File: src/rtl/olo_intf_event_capture_pkg.sv
// Shared event codes, edge-mode encodings, long-press FSM states and the
// time-to-cycles helper used to size the debounce and long-press counters.
package olo_intf_event_capture_pkg;

    localparam logic [1:0] Evt_Press_c   = 2'b01;
    localparam logic [1:0] Evt_Release_c = 2'b10;
    localparam logic [1:0] Evt_Long_c    = 2'b11;

    localparam logic [1:0] Mode_Press_c   = 2'b01;
    localparam logic [1:0] Mode_Release_c = 2'b10;
    localparam logic [1:0] Mode_Both_c    = 2'b11;

    typedef enum logic [1:0] {
        LpIdle,
        LpHeld,
        LpLongDone
    } longPressState_t;

    // Rounds freq*time up to whole cycles, never less than one.
    function automatic int timeToCycles(input real freqHz, input real timeS);
        real prod;
        int  n;
        prod = freqHz * timeS;
        n    = int'(prod);
        if (real'(n) < prod) begin
            n = n + 1;
        end
        if (n < 1) begin
            n = 1;
        end
        return n;
    endfunction

endpackage

File: src/rtl/olo_intf_event_capture_ch.sv
// One input channel: 2-FF synchroniser, debounce, press/release detection
// and the long-press FSM. Events come out as a registered one-cycle pulse.
module olo_intf_event_capture_ch
    import olo_intf_event_capture_pkg::*;
#(
    parameter int   DebCnt_g    = 10,
    parameter int   LongCnt_g   = 100,
    parameter logic IdleLevel_g = 1'b0
) (
    input  logic       Clk,
    input  logic       Rst_n,
    input  logic       InData,
    input  logic [1:0] EdgeMode,
    output logic       Level,
    output logic       EvtValid,
    output logic [1:0] EvtCode
);

    localparam int DebW_c  = $clog2(DebCnt_g + 1);
    localparam int LongW_c = $clog2(LongCnt_g + 1);
    localparam logic [DebW_c-1:0]  DebLast_c  = DebW_c'(DebCnt_g - 1);
    localparam logic [LongW_c-1:0] LongLast_c = LongW_c'(LongCnt_g - 1);

    logic [1:0]         syncReg;
    logic [DebW_c-1:0]  debCnt;
    logic [LongW_c-1:0] longCnt;
    longPressState_t    lpState;
    logic               toggle, pressNow, releaseNow, pressEn, releaseEn;

    always_comb begin
        toggle     = (syncReg[1] != Level) && (debCnt == DebLast_c);
        pressNow   = toggle && (Level == IdleLevel_g);
        releaseNow = toggle && (Level != IdleLevel_g);
        pressEn    = (EdgeMode == Mode_Press_c) || (EdgeMode == Mode_Both_c);
        releaseEn  = (EdgeMode == Mode_Release_c) || (EdgeMode == Mode_Both_c);
    end

    // Synchroniser resets to idle so an input held across reset still debounces into a press.
    always_ff @(posedge Clk or negedge Rst_n) begin
        if (!Rst_n) begin
            syncReg <= {2{IdleLevel_g}};
            debCnt  <= '0;
            Level   <= IdleLevel_g;
        end else begin
            syncReg <= {syncReg[0], InData};
            if ((syncReg[1] == Level) || toggle) begin
                debCnt <= '0;
            end else begin
                debCnt <= debCnt + 1'b1;
            end
            if (toggle) begin
                Level <= ~Level;
            end
        end
    end

    // Release has priority, so a release and a long press can never share a cycle.
    always_ff @(posedge Clk or negedge Rst_n) begin
        if (!Rst_n) begin
            lpState  <= LpIdle;
            longCnt  <= '0;
            EvtValid <= 1'b0;
            EvtCode  <= '0;
        end else begin
            EvtValid <= 1'b0;
            if (releaseNow) begin
                lpState <= LpIdle;
                if (releaseEn) begin
                    EvtValid <= 1'b1;
                    EvtCode  <= Evt_Release_c;
                end
            end else begin
                case (lpState)
                    LpIdle: begin
                        if (pressNow) begin
                            lpState <= LpHeld;
                            longCnt <= '0;
                            if (pressEn) begin
                                EvtValid <= 1'b1;
                                EvtCode  <= Evt_Press_c;
                            end
                        end
                    end
                    LpHeld: begin
                        if (longCnt == LongLast_c) begin
                            lpState <= LpLongDone;
                            if (pressEn) begin
                                EvtValid <= 1'b1;
                                EvtCode  <= Evt_Long_c;
                            end
                        end else begin
                            longCnt <= longCnt + 1'b1;
                        end
                    end
                    LpLongDone: ;
                    default: lpState <= LpIdle;
                endcase
            end
        end
    end

endmodule

File: src/rtl/olo_intf_event_capture.sv
// Multi-channel event capture: per-channel conditioners feed one pending slot
// each, a fixed-priority arbiter moves slots into a FIFO with a registered output.
module olo_intf_event_capture
    import olo_intf_event_capture_pkg::*;
#(
    parameter int   Channels_g      = 4,
    parameter real  ClkFrequency_g  = 125.0e6,
    parameter real  DebounceTime_g  = 25.0e-3,
    parameter real  LongPressTime_g = 1.0,
    parameter int   FifoDepth_g     = 16,
    parameter logic IdleLevel_g     = 1'b0,
    localparam int  ChW_c           = (Channels_g > 1) ? $clog2(Channels_g) : 1
) (
    input  logic                    Clk,
    input  logic                    Rst_n,
    input  logic [Channels_g-1:0]   In_Data,
    input  logic [2*Channels_g-1:0] In_EdgeMode,
    output logic                    Out_Valid,
    input  logic                    Out_Ready,
    output logic [ChW_c-1:0]        Out_Channel,
    output logic [1:0]              Out_Event,
    output logic [Channels_g-1:0]   Level,
    output logic                    Overflow,
    input  logic                    ClrOverflow
);

    localparam int DebCnt_c  = timeToCycles(ClkFrequency_g, DebounceTime_g);
    localparam int LongCnt_c = timeToCycles(ClkFrequency_g, LongPressTime_g);
    localparam int AddrW_c   = $clog2(FifoDepth_g);

    typedef struct packed {
        logic [ChW_c-1:0] chan;
        logic [1:0]       code;
    } fifoWord_t;

    logic [Channels_g-1:0] chEvtValid;
    logic [1:0]            chEvtCode [Channels_g];
    logic [Channels_g-1:0] slotValid;
    logic [1:0]            slotCode  [Channels_g];
    logic [Channels_g-1:0] grant;
    logic [Channels_g-1:0] drop;
    fifoWord_t             wrWord;
    fifoWord_t             mem [FifoDepth_g];
    logic [AddrW_c-1:0]    wrPtr, rdPtr;
    logic [AddrW_c:0]      memCount, fill;
    logic                  wrEn, fifoFull, loadOut;

    for (genvar c = 0; c < Channels_g; c++) begin : gChannel
        olo_intf_event_capture_ch #(
            .DebCnt_g    (DebCnt_c),
            .LongCnt_g   (LongCnt_c),
            .IdleLevel_g (IdleLevel_g)
        ) i_ch (
            .Clk      (Clk),
            .Rst_n    (Rst_n),
            .InData   (In_Data[c]),
            .EdgeMode (In_EdgeMode[2*c+1 -: 2]),
            .Level    (Level[c]),
            .EvtValid (chEvtValid[c]),
            .EvtCode  (chEvtCode[c])
        );
    end

    // Fill counts the output register too, so total capacity is exactly FifoDepth_g.
    always_comb begin
        fill     = memCount + {{AddrW_c{1'b0}}, Out_Valid};
        fifoFull = (fill == (AddrW_c + 1)'(FifoDepth_g));
        loadOut  = (memCount != '0) && (!Out_Valid || Out_Ready);
        wrEn     = 1'b0;
        grant    = '0;
        wrWord   = '0;
        for (int c = 0; c < Channels_g; c++) begin
            if (slotValid[c] && !wrEn && !fifoFull) begin
                wrEn        = 1'b1;
                grant[c]    = 1'b1;
                wrWord.chan = ChW_c'(c);
                wrWord.code = slotCode[c];
            end
        end
        drop = chEvtValid & slotValid & ~grant;
    end

    always_ff @(posedge Clk or negedge Rst_n) begin
        if (!Rst_n) begin
            slotValid <= '0;
            Overflow  <= 1'b0;
            for (int c = 0; c < Channels_g; c++) begin
                slotCode[c] <= '0;
            end
        end else begin
            for (int c = 0; c < Channels_g; c++) begin
                if (chEvtValid[c] && (!slotValid[c] || grant[c])) begin
                    slotValid[c] <= 1'b1;
                    slotCode[c]  <= chEvtCode[c];
                end else if (grant[c]) begin
                    slotValid[c] <= 1'b0;
                end
            end
            if (|drop) begin
                Overflow <= 1'b1;
            end else if (ClrOverflow) begin
                Overflow <= 1'b0;
            end
        end
    end

    always_ff @(posedge Clk) begin
        if (wrEn) begin
            mem[wrPtr] <= wrWord;
        end
    end

    always_ff @(posedge Clk or negedge Rst_n) begin
        if (!Rst_n) begin
            wrPtr       <= '0;
            rdPtr       <= '0;
            memCount    <= '0;
            Out_Valid   <= 1'b0;
            Out_Channel <= '0;
            Out_Event   <= '0;
        end else begin
            if (wrEn) begin
                wrPtr <= wrPtr + 1'b1;
            end
            if (loadOut) begin
                rdPtr       <= rdPtr + 1'b1;
                Out_Valid   <= 1'b1;
                Out_Channel <= mem[rdPtr].chan;
                Out_Event   <= mem[rdPtr].code;
            end else if (Out_Ready) begin
                Out_Valid <= 1'b0;
            end
            memCount <= memCount + (AddrW_c + 1)'(wrEn) - (AddrW_c + 1)'(loadOut);
        end
    end

endmodule
File: config.mk
export PLATFORM = sky130hd
export DESIGN_NAME = olo_intf_event_capture
export DESIGN_NICKNAME = d
export VERILOG_FILES = /design/src/rtl/olo_intf_event_capture_pkg.sv /design/src/rtl/olo_intf_event_capture_ch.sv /design/src/rtl/olo_intf_event_capture.sv
export SDC_FILE = /design/constraint.sdc
export NUM_CORES = 1
export LEC_CHECK = 0
export ABC_AREA = 1
export CELL_PAD_IN_SITES_DETAIL_PLACEMENT = 1
export CELL_PAD_IN_SITES_GLOBAL_PLACEMENT = 1
export CORE_ASPECT_RATIO = 1.2
export CORE_MARGIN = 8
export CORE_UTILIZATION = 43
export DETAILED_ROUTE_END_ITERATION = 16
export GPL_ROUTABILITY_DRIVEN = 0
export GPL_TIMING_DRIVEN = 0
export PLACE_DENSITY_LB_ADDON = 0.12
export REMOVE_ABC_BUFFERS = 1
export SLEW_MARGIN = 0
export SYNTH_ARGS = -nofsm -noshare
export SYNTH_HDL_FRONTEND = slang
export SYNTH_SLANG_ARGS = --single-unit
File: constraint.sdc
create_clock -name Clk -period 2.4 [get_ports Clk]
set_input_delay 0.36 -clock Clk [delete_from_list [all_inputs] [get_ports Clk]]
set_output_delay 0.36 -clock Clk [all_outputs]
set_load 0.005 [all_outputs]
# Word level (Yosys, flattened, before mapping)
# Memory sizes are Yosys's and may differ from the RTL's. A register that Yosys moved wholly into a read port is not among the register bits.
# Index checks and enable logic that the tools add are counted.
word_totals:
  out_inout_bits: 10
  elab_cells: 327
  ram_bits: 64
  mem_count: 1
  reg_bits: 255
  in_bits: 16
memory_table:
  columns: ["memory", "depth", "word_bits", "read_ports", "rd_clocked_by_memory_dff", "write_ports", "line", "source"]
  rows:
  - ["mem", 16, 4, 1, 1, 1, "olo_intf_event_capture.sv:43", "fifoWord_t mem [FifoDepth_g];"]
classes:
  add_sub_neg: 13
  bitwise_logic: 11
  n_mux: 109
  n_reduce_logical: 83
  n_eq_ne: 69
op_table:
  columns: ["op", "n"]
  rows:
  - ["27-bit two-way mux", 8]
  - ["27-bit one-hot mux with 2 select lines", 4]
  - ["27-bit by 1-bit adder with 27-bit output (second input constant)", 4]
  - ["27-bit equality test (second input constant)", 4]
  - ["22-bit by 1-bit adder with 22-bit output (second input constant)", 4]
  - ["22-bit equality test (second input constant)", 4]
  - ["22-bit two-way mux", 4]
  - ["2-bit two-way mux", 37]
  - ["3-bit by 1-bit inequality test with 1-bit output (second input constant)", 16]
  - ["1-bit two-way mux", 41]
  - ["2-bit equality test (second input constant)", 12]
  - ["1-bit logical AND", 24]
  - ["2-bit one-hot mux with 3 select lines", 4]
  - ["6-bit AND reduction", 4]
  - ["2-bit nonzero test", 10]
  - ["1-bit logical OR", 17]
  - ["2-bit by 1-bit equality test with 1-bit output (second input constant)", 8]
  - ["2-bit by 1-bit inequality test with 1-bit output (second input constant)", 8]
  - ["2-bit inequality test (second input constant)", 8]
  - ["2-bit one-hot mux with 2 select lines", 4]
  - ["4-bit AND reduction", 4]
  - ["3-bit AND reduction", 4]
  - ["3-bit nonzero test", 4]
  - ["5-bit by 1-bit adder with 5-bit output", 2]
  - ["other kinds (15)", 46]

# Longest topological paths before layout
depth:
  ltp_word: 21
  depth_mapped: 15
  mapped_depth_nobuf: 15

# By module
# A second synthesis with hierarchy kept.
unflattened:
  cells_unflattened: 2629
  hier_area_um2: 19110.8
by_module_without_submodules:
  columns: ["mod", "cells_each", "seq_area_each_um2", "area_each_um2", "n_inst"]
  rows:
  - ["olo_intf_event_capture_ch at gChannel[0].i_ch ...", 552, 1426.4, 3662.3, 3]
  - ["olo_intf_event_capture", 414, 2697.6, 4425.5, 1]
  - ["olo_intf_event_capture_ch at gChannel[3].i_ch", 559, 1426.4, 3698.5, 1]

# Least setup slack after synthesis
# OpenSTA, ideal clock, no wires.
synth_path:
  kind: "register to register"
  startpoint: "reg Out_Valid"
  endpoint: "reg memCount[4]"
  t_arrival_ns: 2.584
  required_ns: 2.321
  path_buffers: 0
  setup_ns: 0.079
  setup_slack_ns: -0.263
  path_stages_with_launch: 16
  period_less_slack_ns: 2.663
  path_cell_list: "dfrtp_1 > ha_1 > ha_1 > inv_1 > nand2_1 > nor3_1 > nand3_1 > o41ai_2 > ha_1 > inv_1 > ha_1 > fa_1 > a21oi_1 > nor2_1 > nor2_1 > xor2_1"
synth_between:
  elab_chain_cells: 19
  elab_cells_between_ends: 22
  classes_between: "3 x add/sub; 1 x eq/ne; 4 x mux; 14 x reduce/logical"
synth_rtl:
  columns: ["item", "line", "source"]
  rows:
  - ["from (decl)", "olo_intf_event_capture.sv:18", "output logic Out_Valid,"]
  - ["from (signal assigned)", "olo_intf_event_capture.sv:118", "Out_Valid <= 1'b0;"]
  - ["from (signal assigned)", "olo_intf_event_capture.sv:127", "Out_Valid <= 1'b1;"]
  - ["from (signal assigned)", "olo_intf_event_capture.sv:131", "Out_Valid <= 1'b0;"]
  - ["5-bit by 1-bit adder with 5-bit output", "olo_intf_event_capture.sv:66", "fill = memCount + {{AddrW_c{1'b0}}, Out_Valid};"]
  - ["5-bit equality test", "olo_intf_event_capture.sv:67", "fifoFull = (fill == (AddrW_c + 1)'(FifoDepth_g));"]
  - ["1-bit logical NOT", "olo_intf_event_capture.sv:73", "if (slotValid[c] && !wrEn && !fifoFull) begin"]
  - ["1-bit logical AND", "olo_intf_event_capture.sv:73", null]
  - ["1-bit two-way mux", "olo_intf_event_capture.sv:73", null]
  - ["1-bit logical NOT", "olo_intf_event_capture.sv:73", null]
  - ["1-bit logical AND (2 in series)", "olo_intf_event_capture.sv:73", null]
  - ["1-bit two-way mux", "olo_intf_event_capture.sv:73", null]
  - ["1-bit logical NOT", "olo_intf_event_capture.sv:73", null]
  - ["1-bit logical AND (2 in series)", "olo_intf_event_capture.sv:73", null]
  - ["1-bit two-way mux", "olo_intf_event_capture.sv:73", null]
  - ["1-bit logical NOT", "olo_intf_event_capture.sv:73", null]
  - ["1-bit logical AND (2 in series)", "olo_intf_event_capture.sv:73", null]
  - ["1-bit two-way mux", "olo_intf_event_capture.sv:73", null]
  - ["5-bit by 1-bit adder with 5-bit output", "olo_intf_event_capture.sv:133", "memCount <= memCount + (AddrW_c + 1)'(wrEn) - (AddrW_c + 1)'(loadOut);"]
  - ["5-bit by 1-bit subtractor with 5-bit output *", "olo_intf_event_capture.sv:133", null]
  - ["to (signal assigned)", "olo_intf_event_capture.sv:133", null]
  - ["to (decl)", "olo_intf_event_capture.sv:45", "logic [AddrW_c:0] memCount, fill;"]
# Every way passes the cells marked *; elsewhere a longest branch is shown, timed or not.
# A chain may end at the register's enable or synchronous reset.

# Final worst setup path
layout_path:
  startpoint: "reg Out_Valid"
  endpoint: "reg memCount[2]"
# Same word-level chain as after synthesis.

==> reports/metrics.csv <==
stage,metric,value,unit
place,IO buf count,25,
power,Sw Pwr,3.76,mW
flow_run,Max-cap violations,0,
worst_setup_path,reg2reg path depth,13,
detailed_routing,DRC viols,0,
detailed_routing,router iterations before antenna repair,5,
clocking,CTS tree,yes,
yosys,Post-synth EDFFs,64,
sta,Worst slew margin,0.467,
cells_and_area,Total Nets Final,2534,
yosys,top-count cell post-synth,nand2_1,
global_route,largest net degree at the start of global routing,115,
detailed_routing,DR WL/cell,16.8,um
worst_setup_path,Worst Path Max Fanout,3,
worst_setup_path,max incr delay on CP,390,ps
cells_and_area,Area Overhead vs Synth,14.6,%
die,height of the chip,242,um
hold_path,Hold Path Sink,gChannel[3].i_ch.syncReg[0],
detailed_routing,vias,16400,
sta,transition time of the tightest slew-check pin,799,ps
power,Internal Dissipation,9.86,mW
worst_setup_path,r2r endpoint,memCount[2],
global_route,GRT Residual Overflow,0,
die,starting density of the core,0.432,
detailed_routing,final wirelength,51800,um
power,static leakage,8.35,nW
clocking,CTS H-tree lvls,2,
worst_setup_path,slowest CP cell,dfrtp_1,
die,Die Wd,204,um
power,Peak VDD IR,0.722,mV
sta,Clock Skew,21.9,ps
sta,RSZ-0062 raised after global routing,true,
power,Logic pwr share,0.126,
sta,FMAX,0.361,GHz
die,full die area,0.0494,mm^2
sta,min cycle time layout,2770,ps
yosys,Yosys top cell by area,dfrtp_1,
worst_setup_path,Reg-to-Reg Start,Out_Valid,
run_status,failing checks,setup timing,
detailed_routing,initial DRC count,649,
cells_and_area,final core occ,0.495,
yosys,Commonest cells post-synth,"nand2_1 (679), nor2_1 (403), dfrtp_1 (259), inv_1 (241), nand3_1 (172)",
yosys,sequential fraction of the synthesis area,0.459,
yosys,ys async rst share,0.802,
power,switching share of power,0.276,
clocking,CTS Sinks,323,
worst_setup_path,worst setup path class,reg -> reg,
clocking,clk slew on worst S/H paths,70,ps
sta,PnR worst setup slack,-368,ps
worst_setup_path,CP endpoint kind,register,
sta,fin crit share,1.15,
clocking,cts bufs inserted,38,
yosys,register bit count reported by yosys,323,
place,post-DP HPWL,35700,um
sta,# setup viols final,36,
power,Final Power,13.6,mW
worst_setup_path,crit path DAT,3210,ps
worst_setup_path,CP required,2840,ps
global_route,first-pass GRT wire length,86100,um
detailed_routing,Final ANT Viol Nets,0,
yosys,mapped cell area,0.0183,mm^2
clocking,Clock Path Buffers,3,
yosys,ys flop type,dfrtp_1,
power,pwr/cell area,650,mW/mm^2
cells_and_area,final std cells w/o fill,3074,
yosys,largest cells by area after synthesis,"dfrtp_1 (35%), nand2_1 (14%), edfxtp_1 (11%)",
global_route,antenna violations before repair,0,
run_status,status,finished with violations,
clocking,clock latency on the worst-skew pair,570,ps
power,clock share of power,0.431,
sta,Fin. Hold Viols,0,
yosys,Cells after Synth,2453,
sta,"Slew Viols, Final",0,
power,Reg power frac,0.443,
global_route,GRT Total Usage,0.208,
clocking,CTS root buffer,clkbuf_16,
yosys,synth warn,0,
global_route,vias in the first global route,17600,
hold_path,Min-Delay Path Depth,1,
worst_setup_path,CP cell instances,ha_2 > ha_4 > nand2_1 > xor2_2 > nand3_4 > o41ai_4 > ha_2 > inv_2 > ha_4 > fa_2 > buf_4 > buf_6 > xor2_1,
detailed_routing,Via density,5.32,
cells_and_area,Filler cells,5276,
die,I/O pins,26,
cells_and_area,layout cell share with drive strength beyond 1,0.0880,
worst_setup_path,startpoint types,register,
place,Cells after DPL,2983,
worst_setup_path,flop2flop setup slack,-370,ps
hold_path,Hold Crit Class,in -> reg,
yosys,Avg Inst Size Synth,7.46,um^2
cells_and_area,# diodes,0,
yosys,"Distinct cells, synth",47,
die,FP Rows,83,
hold_path,Hold Crit Start,In_Data[3],
yosys,share of the synthesized area in the top cell type,0.354,
die,Core Footprint,0.0424,mm^2
[how the worst max path moves through the flow]
stage / start / endpoint / slack, ps / depth (start not counted)
2_1_floorplan: Out_Valid / memCount[4] / -260 / 15
3_3_place_gp: Rst_n / gChannel[3].i_ch.debCnt[19] / -11010 / 1
3_5_place_dp: gChannel[3].i_ch.lpState[0] / gChannel[3].i_ch.EvtCode[0] / -870 / 9
4_1_cts: memCount[0] / memCount[4] / -440 / 15
5_1_grt: Out_Valid / memCount[4] / -500 / 14
6_report: Out_Valid / memCount[2] / -370 / 13
[metrics by stage]
stage	hold slack [ps]	TNS (ps)	cell area (um^2)	setup WS [ps]
floorplan	64.4	-336	18000	-263
global placement	334	-2960770	18900	-11010
detailed placement	270	-99730	19000	-870
CTS	202	-4410	20700	-438
global route	208	-9520	21000	-502
finish	239	-4040	21000	-368
[kinds of logic after synthesis]
family / after synthesis / synth area share
and+or+nand+nor: 1484 / 0.343
DFF: 323 / 0.459
buffers and inverters: 305 / 0.0685
AOI/OAI and AO/OA: 236 / 0.0741
xor gates and xnor gates: 81 / 0.0388
adders and majority gates: 24 / 0.0168
[cell type report]
| cell class | instances | area, um^2 | share of cell area |
|---|---|---|---|
| clock buffers | 50 | 1060 | 0.0504 |
| clock inverters | 18 | 198 | 0.00943 |
| multi-input cells | 1828 | 9100 | 0.434 |
| repair buffers | 48 | 518 | 0.0247 |
| repair inverters | 1 | 7.51 | 0.000358 |
| flip-flops and latches | 323 | 8410 | 0.401 |
| inverters | 254 | 980 | 0.0467 |
| well taps | 552 | 691 | 0.0330 |
[power groups by stage]
stage,Combinational (mW),Sequential [mW],Clock (mW)
final,1.71,6.03,5.87
after global routing,1.91,6.06,6.25
after CTS,1.55,6.03,6.06
after detailed placement,1.33,6.11,0
after global placement,1.24,6.10,0
after floorplan,0.813,6.00,0
[layout by cell type, fill, tap and decap left out, types with 14 or more instances in the layout]
cell type	count
nand4_1	53
inv_2	14
nor2_4	18
nor2_2	19
o21ai_2	15
xnor2_1	18
edfxtp_1	64
a21oi_1	49
nand2_1	667
nor2_1	378
o21ai_1	24
dfrtp_1	258
o21ai_0	102
ha_1	15
clkbuf_16	39
or2_2	14
buf_4	15
nor3_1	106
nand3_1	167
xor2_1	61
clkdlybuf4s50_1	24
inv_1	232
[layer usage]
metal | GRT usage | share of wire | vias to the layer above
met3 | 0.0300 | 0.024 | 94
met1 | 0.239 | 0.42 | 8063
li1 | - | - | 8035
met5 | 0 | 0 | -
met4 | 0.0695 | 0.029 | 0
met2 | 0.387 | 0.53 | 165
[worst max-delay path, delay by kind of cell, from the launching register on]
kind	cells	cell delay, ps
fa+ha+maj	5	1170
flops	1	390
xor+xnor	2	370
buf+inv	3	320
simple gates	2	260
compound gates	1	130
[flip-flops by register name, indices dropped and copies added (netlist names)]
name	flops
Out_Event	2
wrPtr	4
gChannel.i_ch.EvtCode	8
gChannel.i_ch.lpState	8
memCount	5
slotCode	8
slotValid	4
gChannel.i_ch.debCnt	88
gChannel.i_ch.EvtValid	4
rdPtr	4
gChannel.i_ch.longCnt	108
Out_Valid	1
gChannel.i_ch.Level	4
Overflow	1
gChannel.i_ch.syncReg	8
mem	64
Out_Channel	2
[timing repair]
| item | 4_1_cts | 5_1_grt |
|---|---|---|
| endpoints found under the setup margin | 232 | 225 |
| setup buffers | 9 | 9 |
| hold buffers | 1 | 0 |
| hold endpoints to repair | 39 | 0 |
| gates cloned | 1 | 3 |
| resized for setup | 78 | 39 |
| pin swaps | 12 | 10 |
Note: power is estimated with default switching activity, not from simulation.
